==> config.mk <==
export PLATFORM = sky130hd
export DESIGN_NAME = calc_seg_engine
export DESIGN_NICKNAME = d
export VERILOG_FILES = /design/src/rtl/calc_pkg.sv /design/src/rtl/seg_scan.sv /design/src/rtl/calc_seg_engine.sv
export SDC_FILE = /design/constraint.sdc
export NUM_CORES = 1
export LEC_CHECK = 0
export BUFFER_PORTS_ARGS = -buffer_cell sky130_fd_sc_hd__buf_2
export CORE_ASPECT_RATIO = 1.4
export CORE_UTILIZATION = 33
export DETAILED_ROUTE_END_ITERATION = 10
export GPL_ROUTABILITY_DRIVEN = 0
export SYNTH_ARGS = -nofsm -noshare
export SYNTH_HDL_FRONTEND = slang
export SYNTH_SLANG_ARGS = --single-unit
==> constraint.sdc <==
create_clock -name clk -period 4.05 [get_ports clk]
set_input_delay 0.2025 -clock clk [delete_from_list [all_inputs] [get_ports clk]]
set_output_delay 0.2025 -clock clk [all_outputs]
set_load 0.005 [all_outputs]
==> src/rtl/calc_pkg.sv <==
// Shared encodings for the calculator: operation codes, FSM states and hex glyphs.
package calc_pkg;

    typedef enum logic [2:0] {
        F_ADD = 3'b000,
        F_SUB = 3'b001,
        F_MUL = 3'b010,
        F_DIV = 3'b011,
        F_AND = 3'b100,
        F_OR  = 3'b101,
        F_XOR = 3'b110,
        F_SHL = 3'b111
    } func_e;

    typedef enum logic [1:0] {
        IDLE = 2'd0,
        EXEC = 2'd1,
        DONE = 2'd2
    } state_e;

    // Active-high segment patterns {g,f,e,d,c,b,a}; entry 15 is listed first.
    localparam logic [15:0][6:0] SEG_LUT = {
        7'h71, 7'h79, 7'h5E, 7'h39, 7'h7C, 7'h77, 7'h6F, 7'h7F,
        7'h07, 7'h7D, 7'h6D, 7'h66, 7'h4F, 7'h5B, 7'h06, 7'h3F
    };

    function automatic logic [6:0] seg_glyph(input logic [3:0] nib);
        return SEG_LUT[nib];
    endfunction

endpackage

==> src/rtl/seg_scan.sv <==
// Time-multiplexed hex display: one digit lit at a time, SCAN_DIV clocks each.
module seg_scan
    import calc_pkg::*;
#(
    parameter int NDIG     = 8,
    parameter int SCAN_DIV = 20000
) (
    input  logic                 clk,
    input  logic                 rst,
    input  logic [4*NDIG-1:0]    value,
    output logic [NDIG-1:0]      led_en,
    output logic [6:0]           seg
);

    localparam int CW = (SCAN_DIV > 1) ? $clog2(SCAN_DIV) : 1;
    localparam int DW = (NDIG > 1) ? $clog2(NDIG) : 1;

    logic [CW-1:0] div_cnt;
    logic [DW-1:0] dig;

    always_ff @(posedge clk) begin
        if (rst) begin
            div_cnt <= '0;
            dig     <= '0;
        end else if (div_cnt == CW'(SCAN_DIV - 1)) begin
            div_cnt <= '0;
            dig     <= (dig == DW'(NDIG - 1)) ? '0 : dig + 1'b1;
        end else begin
            div_cnt <= div_cnt + 1'b1;
        end
    end

    // Enables and segments are both active-low on the board.
    always_comb begin
        led_en      = '1;
        led_en[dig] = 1'b0;
        seg         = ~seg_glyph(value[4*int'(dig) +: 4]);
    end

endmodule

==> src/rtl/calc_seg_engine.sv <==
// Button-triggered calculator: debounced start, single-cycle and iterative ops,
// result shown in hex on a scanned seven-segment display.
module calc_seg_engine
    import calc_pkg::*;
#(
    parameter int W        = 8,
    parameter int NDIG     = 8,
    parameter int SCAN_DIV = 20000,
    parameter int DEB_CYC  = 200000
) (
    input  logic            clk,
    input  logic            rst,
    input  logic            button,
    input  logic [2:0]      func,
    input  logic [W-1:0]    num1,
    input  logic [W-1:0]    num2,
    output logic            busy,
    output logic            err,
    output logic [NDIG-1:0] led_en,
    output logic            led_ca,
    output logic            led_cb,
    output logic            led_cc,
    output logic            led_cd,
    output logic            led_ce,
    output logic            led_cf,
    output logic            led_cg,
    output logic            led_dp
);

    localparam int RW  = 4 * NDIG;
    localparam int PW  = 2 * W;
    localparam int DCW = $clog2(DEB_CYC + 1);
    localparam int IW  = $clog2(W + 1);

    logic           sync1, sync2;
    logic           deb_lvl, lock, start;
    logic [DCW-1:0] deb_cnt;

    state_e         state;
    func_e          op;
    logic [W-1:0]   a_q, b_q, sh, rem;
    logic [PW-1:0]  acc, mc;
    logic [IW-1:0]  itc;
    logic [RW-1:0]  r;

    logic [PW-1:0]  acc_nxt;
    logic [W:0]     shifted, sum, dif;
    logic [W-1:0]   diff, rem_nxt, quo_nxt;
    logic           ge;
    logic [RW-1:0]  res1;
    logic [6:0]     seg;

    // Plain synchroniser on the raw key; no reset so it keeps tracking the pin.
    always_ff @(posedge clk) begin
        sync1 <= button;
        sync2 <= sync1;
    end

    // lock suppresses the start from a key already held when reset lifts;
    // it clears once the key is seen released.
    always_ff @(posedge clk) begin
        if (rst) begin
            deb_lvl <= 1'b0;
            deb_cnt <= '0;
            lock    <= 1'b1;
            start   <= 1'b0;
        end else begin
            start <= 1'b0;
            if (!sync2) lock <= 1'b0;
            if (sync2 == deb_lvl) begin
                deb_cnt <= '0;
            end else if (deb_cnt == DCW'(DEB_CYC - 1)) begin
                deb_lvl <= sync2;
                deb_cnt <= '0;
                start   <= sync2 & ~lock;
            end else begin
                deb_cnt <= deb_cnt + 1'b1;
            end
        end
    end

    always_comb begin
        acc_nxt = sh[0] ? acc + mc : acc;
        // Restoring division step: shift in next dividend bit, subtract if it fits.
        shifted = {rem, sh[W-1]};
        ge      = shifted >= {1'b0, b_q};
        diff    = shifted[W-1:0] - b_q;
        rem_nxt = ge ? diff : shifted[W-1:0];
        quo_nxt = {sh[W-2:0], ge};
        sum     = {1'b0, a_q} + {1'b0, b_q};
        dif     = {1'b0, a_q} - {1'b0, b_q};
        res1    = '0;
        unique case (op)
            F_ADD: res1 = RW'(sum);
            F_SUB: res1 = {{(RW-W){dif[W]}}, dif[W-1:0]};
            F_MUL: res1 = '0;
            F_DIV: res1 = '1;
            F_AND: res1 = RW'(a_q & b_q);
            F_OR:  res1 = RW'(a_q | b_q);
            F_XOR: res1 = RW'(a_q ^ b_q);
            F_SHL: res1 = RW'(a_q) << b_q[3:0];
        endcase
    end

    always_ff @(posedge clk) begin
        if (rst) begin
            state <= IDLE;
            op    <= F_ADD;
            a_q   <= '0;
            b_q   <= '0;
            sh    <= '0;
            rem   <= '0;
            acc   <= '0;
            mc    <= '0;
            itc   <= '0;
            r     <= '0;
            busy  <= 1'b0;
            err   <= 1'b0;
        end else begin
            unique case (state)
                IDLE, DONE: begin
                    if (start) begin
                        op    <= func_e'(func);
                        a_q   <= num1;
                        b_q   <= num2;
                        sh    <= (func_e'(func) == F_DIV) ? num1 : num2;
                        mc    <= PW'(num1);
                        acc   <= '0;
                        rem   <= '0;
                        itc   <= '0;
                        err   <= 1'b0;
                        busy  <= (func_e'(func) == F_MUL) ||
                                 (func_e'(func) == F_DIV && num2 != '0);
                        state <= EXEC;
                    end
                end
                EXEC: begin
                    if (busy) begin
                        itc <= itc + 1'b1;
                        if (op == F_MUL) begin
                            acc <= acc_nxt;
                            mc  <= mc << 1;
                            sh  <= sh >> 1;
                        end else begin
                            rem <= rem_nxt;
                            sh  <= quo_nxt;
                        end
                        // Result is committed only with the final iteration.
                        if (itc == IW'(W - 1)) begin
                            busy  <= 1'b0;
                            r     <= (op == F_MUL) ? RW'(acc_nxt) : RW'({quo_nxt, rem_nxt});
                            state <= DONE;
                        end
                    end else begin
                        r     <= res1;
                        err   <= (op == F_DIV);
                        state <= DONE;
                    end
                end
                default: state <= IDLE;
            endcase
        end
    end

    seg_scan #(
        .NDIG     (NDIG),
        .SCAN_DIV (SCAN_DIV)
    ) u_scan (
        .clk    (clk),
        .rst    (rst),
        .value  (r),
        .led_en (led_en),
        .seg    (seg)
    );

    assign {led_cg, led_cf, led_ce, led_cd, led_cc, led_cb, led_ca} = seg;
    assign led_dp = 1'b1;

endmodule

==> summary.txt, run 1 <==
Post-Syn Area = 9395 sq um
Psw = 0.7061 mW
Critical Path Source = u_scan.dig[0]
commonest cells after routing, fill and taps aside = nor2_1, dfxtp_1, nand2_1, a21oi_1, ha_1
worst skew pair latency = 440 ps
Num CTS Buffers = 17
final WL = 29,130 um
overall die area = 29,160 sq um
Area Growth Syn to Fin = 12.73%
largest net degree at the start of global routing = 56
post-synthesis sequential area ratio = 29.83%
Critical Path Fanout Max = 21
Final period util = 83.43%
number of max-cap violations = 0
Port Buffer Count = 38
setup violators final = 0
Diodes inserted = 0
reg2reg start = b_q[0]
CORE AREA = 27,840 sq um
Synth Area per Inst = 7.829 sq um
Seq cells post-synth = 140
vias in the first global route = 8,535
layout cell share with drive strength beyond 1 = 10.22%
detail-routed via count per cell = 5.598
Tot GR Track Use = 20.62%
WL met2 = 14,580 um
vias = 8,918
Site Rows = 72
TritonRoute pass-1 iters = 6
Clock transition at path regs = 60 ps
CTS tree = built
# DRC = 0
first-pass GRT wire length = 46,000 um
crit path time final = 3379 ps
Syn. warnings = 0
Die W = 144.6 um
routed len/inst = 18.29 um
kind of critical path = flop to output pin
post-synth net total = 1,286
crit path capture type = output pin
Data arrival, critical path = 3180 ps
Sink Count = 140
switching part of the total = 22.21%
Remaining Overflow, GRT = 0
slew at the pin with the worst max-slew slack = 1028 ps
CTS H-tree lvls = 4
Final HPWL DP = 22,020 um
max frequency = 296.0 MHz
Final Hold Viols = 0
clock share of power = 54.2%
leakage power = 3.950 nW
clock root cell = clkbuf_16
total chip power = 3.179 mW
commonest non-fill, non-tap cell in the layout = nor2_1
hold_sp = func[1]
asr flop ratio synth = 0%
power density over the cells = 300.2 nW/um^2
CP Data Required Time = 3850 ps
Slew Limit Headroom = 31.33%
Layout Nets = 1,296
Yosys cell types = 77
unrepaired setup endpoints after global routing = false
Flop pwr share = 43.6%
Max Clock Skew = 11.03 ps
Die Ht = 201.6 um
Logic pwr share = 2.2%
crit start category = flop
outcome = complete, no violations
initial antenna violation count = 0
worst vdd ir = 0.0002897 V
Synth top area share = 29.83%
Initial Utilization = 33.75%
io pins = 40
Int Power = 2.473 mW
DR WL met3 = 1016 um
clock buffer depth = 2
top layer reached by signal wires = met4
Area contributors post-synth = dfxtp_1, ha_1, nor2_1, nand2_1, a21oi_1
final slew viol count = 0
cell count after synthesis = 1,200
post-route ant nets = 0
metal1 wirelength = 11,540 um
Setup TNS = 0 ps
worst hold path type = primary input to flop
ys flop type = dfxtp_1
largest area contributor in the netlist = dfxtp_1
Post-synth EDFFs = 0
DRT iter0 DRCs = 617
[path summary, 6_finish.rpt]
check        cells past startpoint      to  slack (ps)
max                              9  led_cd         670
min                              3   op[1]          30
max reg2reg                      9   r[14]         850
min reg2reg                      0   sync2         330
[layer usage]
metal,vias up,track usage (%)
li1,4345,-
met1,4237,22.79
met2,245,35.61
met3,91,2.689
met4,0,14.96
met5,-,0
[flip-flops by register name (all words and copies together) (netlist names)]
name and count:
a_q 8, acc 16, b_q 8, busy 1, deb_cnt 18, deb_lvl 1, err 1, itc 4
lock 1, mc 16, op 3, r 24, rem 8, sh 8, start 1, state 2
sync1 1, sync2 1, u_scan.dig 3, u_scan.div_cnt 15
[worst max-delay path: stages (launching register included)]
cell	delay [ps]
dfxtp_1	780
mux4_2	360
inv_1	40
o21ai_0	480
inv_1	190
ha_1	300
mux2_2	280
nand2_1	60
o31ai_1	70
buf_2	160
[power by group through the flow]
| stage | logic [mW] | clock network, mW | registers [mW] |
|---|---|---|---|
| after floorplan | 0.0363 | 0 | 1.42 |
| after global placement | 0.0695 | 0 | 1.42 |
| after detailed placement | 0.0694 | 0 | 1.42 |
| after CTS | 0.0707 | 1.75 | 1.39 |
| after global routing | 0.0756 | 1.81 | 1.39 |
| final | 0.0703 | 1.72 | 1.39 |
[cells by family after synthesis]
family                     synth area share (%)
and+or+nand+nor                           21.89
muxes                                     6.046
buffers and inverters                     4.608
other                                   0.03991
adders and majority gates                 8.843
DFF                                       29.83
xor gates and xnor gates                  5.127
AOI/OAI and AO/OA                         23.61
[synth_stat cells, types with 6 or more instances]
| master | number |
|---|---|
| a211oi_1 | 22 |
| a21o_1 | 11 |
| a21oi_1 | 89 |
| a22oi_1 | 37 |
| a311oi_1 | 14 |
| a31oi_1 | 10 |
| and2_1 | 7 |
| and3_1 | 10 |
| buf_2 | 10 |
| clkbuf_1 | 55 |
| dfxtp_1 | 140 |
| ha_1 | 60 |
| inv_1 | 35 |
| mux2_2 | 18 |
| mux2i_1 | 32 |
| nand2_1 | 135 |
| nand2b_1 | 15 |
| nand3_1 | 31 |
| nand3b_1 | 11 |
| nand4_1 | 12 |
| nor2_1 | 157 |
| nor2b_1 | 6 |
| nor3_1 | 21 |
| nor4_1 | 8 |
| o211ai_1 | 15 |
| o21a_1 | 7 |
| o21ai_0 | 57 |
| o21ai_1 | 10 |
| o22ai_1 | 6 |
| xnor2_1 | 26 |
| xor2_1 | 29 |
[metrics by stage]
step           hold slack, ps  cell area, sq um  cells  util [%]  setup WS [ps]
6_report                27.35             10590   1593     38.05          671.2
5_1_grt                 43.32             10590   1593     38.05          302.8
4_1_cts                 15.37             10590   1593     38.05          654.3
3_5_place_dp            311.1              9937   1560     35.70          911.0
3_3_place_gp            310.3              9937   1560     35.70          949.9
2_1_floorplan           230.2              9395   1200         -           1076
[final cells by class]
type | count | area (sq um)
sequential | 140 | 2803
fill | 2890 | 17250
multi-input combinational | 951 | 6160
timing repair buffer | 63 | 382.9
tap | 370 | 462.9
inverter | 37 | 138.9
clock buffer | 20 | 456.7
clock inverter | 12 | 187.7
[repair_timing]
action                                 4_1_cts  5_1_grt
gates resized for setup                      0        0
setup buffers                                0        0
hold buffers                                 1        0
endpoints found under the hold margin        1        0
No activity file was read; power rests on OpenSTA's default activity.
==> inputs of run 2 (changes only) <==
Settings changed: ABC_AREA from default to 1.
Clock period 4.05 ns to 2.7 ns, I/O delays scaled along.
==> run 2 against run 1 <==
Against the previous run:
- setup slack got worse by 500 ps
- worst hold slack got worse by 5.1 ps
- cell count increased by 22%
- final area increased by 3.6%
- via count increased by 12%
- total power increased by 44%
- sequential share of layout area decreased by 0.86 points
- first-iteration DRC count increased by 12%
==> summary.txt, run 2 <==
post-synth net total = 1,593
RR Endpoint = r[6]
layout cell share with drive strength beyond 1 = 9.719%
reg2reg start = b_q[0]
final worst setup slack = 167.8 ps
crit path time final = 2532 ps
Layout Nets = 1,638
number of max-cap violations = 0
# DRC = 0
initial antenna violation count = 0
DRT iter0 DRCs = 691
Syn. warnings = 0
first-pass GRT wire length = 49,070 um
Flop pwr share = 45.5%
asr flop ratio synth = 0%
hold_sp = num2[3]
Logic pwr share = 2.7%
Final HPWL DP = 23,540 um
CP Data Required Time = 2570 ps
Fillers = 3,083
clock root cell = clkbuf_16
slew at the pin with the worst max-slew slack = 819.9 ps
Post-Syn Area = 9605 sq um
kind of critical path = flop to output pin
ys flop type = dfxtp_1
Synth top area share = 29.18%
io pins = 40
Hold Slack = 22.26 ps
Num CTS Buffers = 17
CORE AREA = 28,500 sq um
Data arrival, critical path = 2400 ps
clock share of power = 51.9%
Top reg by flops = r
Tot GR Track Use = 21.05%
Yosys cell types = 49
most common cell in the synthesized netlist = nand2_1
largest net degree at the start of global routing = 54
Die W = 146.2 um
synth cell count leaders = nand2_1, inv_1, a21oi_1
Area contributors post-synth = dfxtp_1, nand2_1, a21oi_1, ha_1, nand3_1
worst reg-to-reg setup slack = 200 ps
power density over the cells = 416.3 nW/um^2
vias = 10,000
CTS H-tree lvls = 4
TritonRoute pass-1 iters = 5
vias in the first global route = 9,651
commonest cells after routing, fill and taps aside = nand2_1, inv_1, a21oi_1, nand3_1, dfxtp_1
clock buffer depth = 2
post-layout util = 38.51%
Sink Count = 140
Slew Limit Headroom = 45.28%
Largest register FFs = 24
routed len/inst = 15.86 um
Initial Utilization = 33.71%
Site Rows = 73
switching part of the total = 23.39%
worst hold stages = 3
worst hold path type = primary input to flop
commonest non-fill, non-tap cell in the layout = nand2_1
Hold Path End = b_q[3]
detail-routed via count per cell = 5.159
Seq cells post-synth = 140
Max Clock Skew = 9.827 ps
Post-DP Area = 10,230 sq um
Final Hold Viols = 0
pre-CTS WS = 211.1 ps
setup violators final = 0
Clock transition at path regs = 60 ps
Post-synth EDFFs = 0
max frequency = 394.9 MHz
final WL = 30,750 um
Port Buffer Count = 38
overall die area = 29,800 sq um
Synth Area per Inst = 6.374 sq um
Psw = 1.069 mW
Design Area, Final = 10,980 sq um
worst skew pair latency = 440 ps
Int Power = 3.500 mW
Diodes inserted = 0
post-synthesis sequential area ratio = 29.18%
Remaining Overflow, GRT = 0
final slew viol count = 0
cell count after synthesis = 1,507
Critical Path Fanout Max = 9
Area Growth Syn to Fin = 14.26%
Final period util = 93.78%
worst vdd ir = 0.0004264 V
crit start category = flop
CTS tree = built
post-route ant nets = 0
outcome = complete, no violations
r2r worst-path depth = 12
crit path capture type = output pin
biggest regs = r x24, deb_cnt x18
leakage power = 4.760 nW
largest area contributor in the netlist = dfxtp_1
Die Ht = 203.9 um
-- run 2: power groups by stage --
stage,Clock (mW),Sequential [mW],Combinational (mW)
floorplan,0,2.12,0.0618
global placement,0,2.12,0.111
detailed placement,0,2.13,0.112
CTS,2.43,2.08,0.122
global route,2.49,2.08,0.134
finish,2.37,2.08,0.123
-- run 2: cell families after synthesis --
group                    share of synthesized area [%]
adder cells (fa/ha/maj)                          8.649
other                                          0.03904
AND/OR/NAND/NOR                                  32.83
flip-flops                                       29.18
AO/OA/AOI/OAI                                    18.17
XOR/XNOR                                         1.459
buffers and inverters                            9.678
-- run 2: timing repair --
item                       in CTS  in global routing
resized for setup               5                 12
setup endpoints to repair       2                  4
hold endpoints to repair        9                  0
hold buffers                    9                  0
setup buffers                   0                  4
pin swaps                       0                  2
-- run 2: worst max path at each step --
stage / startpoint / endpoint / slack (ps)
2_1_floorplan: b_q[1] / r[3] / 380
3_3_place_gp: b_q[0] / r[6] / 220
3_5_place_dp: b_q[0] / r[6] / 210
4_1_cts: u_scan.dig[1] / led_cd / 1
5_1_grt: u_scan.dig[1] / led_cd / -10
6_report: u_scan.dig[0] / led_cd / 170
-- run 2: layout make-up --
class | instances | area [sq um] | area share (%)
clock buffer | 19 | 442.9 | 4.036
sequential | 140 | 2810 | 25.60
tap | 375 | 469.2 | 4.275
timing repair buffer | 80 | 531.8 | 4.845
inverter | 181 | 679.4 | 6.190
multi-input combinational | 1132 | 5902 | 53.77
clock inverter | 12 | 140.1 | 1.277
-- run 2: worst max-delay path, stage by stage (launching register included) --
cell and delay (ps):
dfxtp_1 320, buf_6 140, buf_4 130, nor2_2 120, nand2_1 50, o21ai_0 60
inv_1 60, nand2_1 110, inv_2 80, ha_1 280, or2_2 300, o21ai_0 70
o21ai_0 90, buf_2 130
-- run 2: through the flow --
stage / instances / power [mW] / setup TNS [ps]
after floorplan: 1507 / 2.185 / 0
after global placement: 1895 / 2.236 / 0
after detailed placement: 1895 / 2.237 / 0
after CTS: 1935 / 4.626 / 0
after global routing: 1939 / 4.702 / -12.76
final: 1939 / 4.569 / 0
-- run 2: metal layers --
layer | up-vias | GRT usage (%) | share of wire [%]
li1 | 5068 | - | -
met4 | 0 | 15.29 | 6.8
met2 | 268 | 38.57 | 51
met5 | - | 0 | 0
met3 | 103 | 2.991 | 3.7
met1 | 4565 | 21.88 | 39
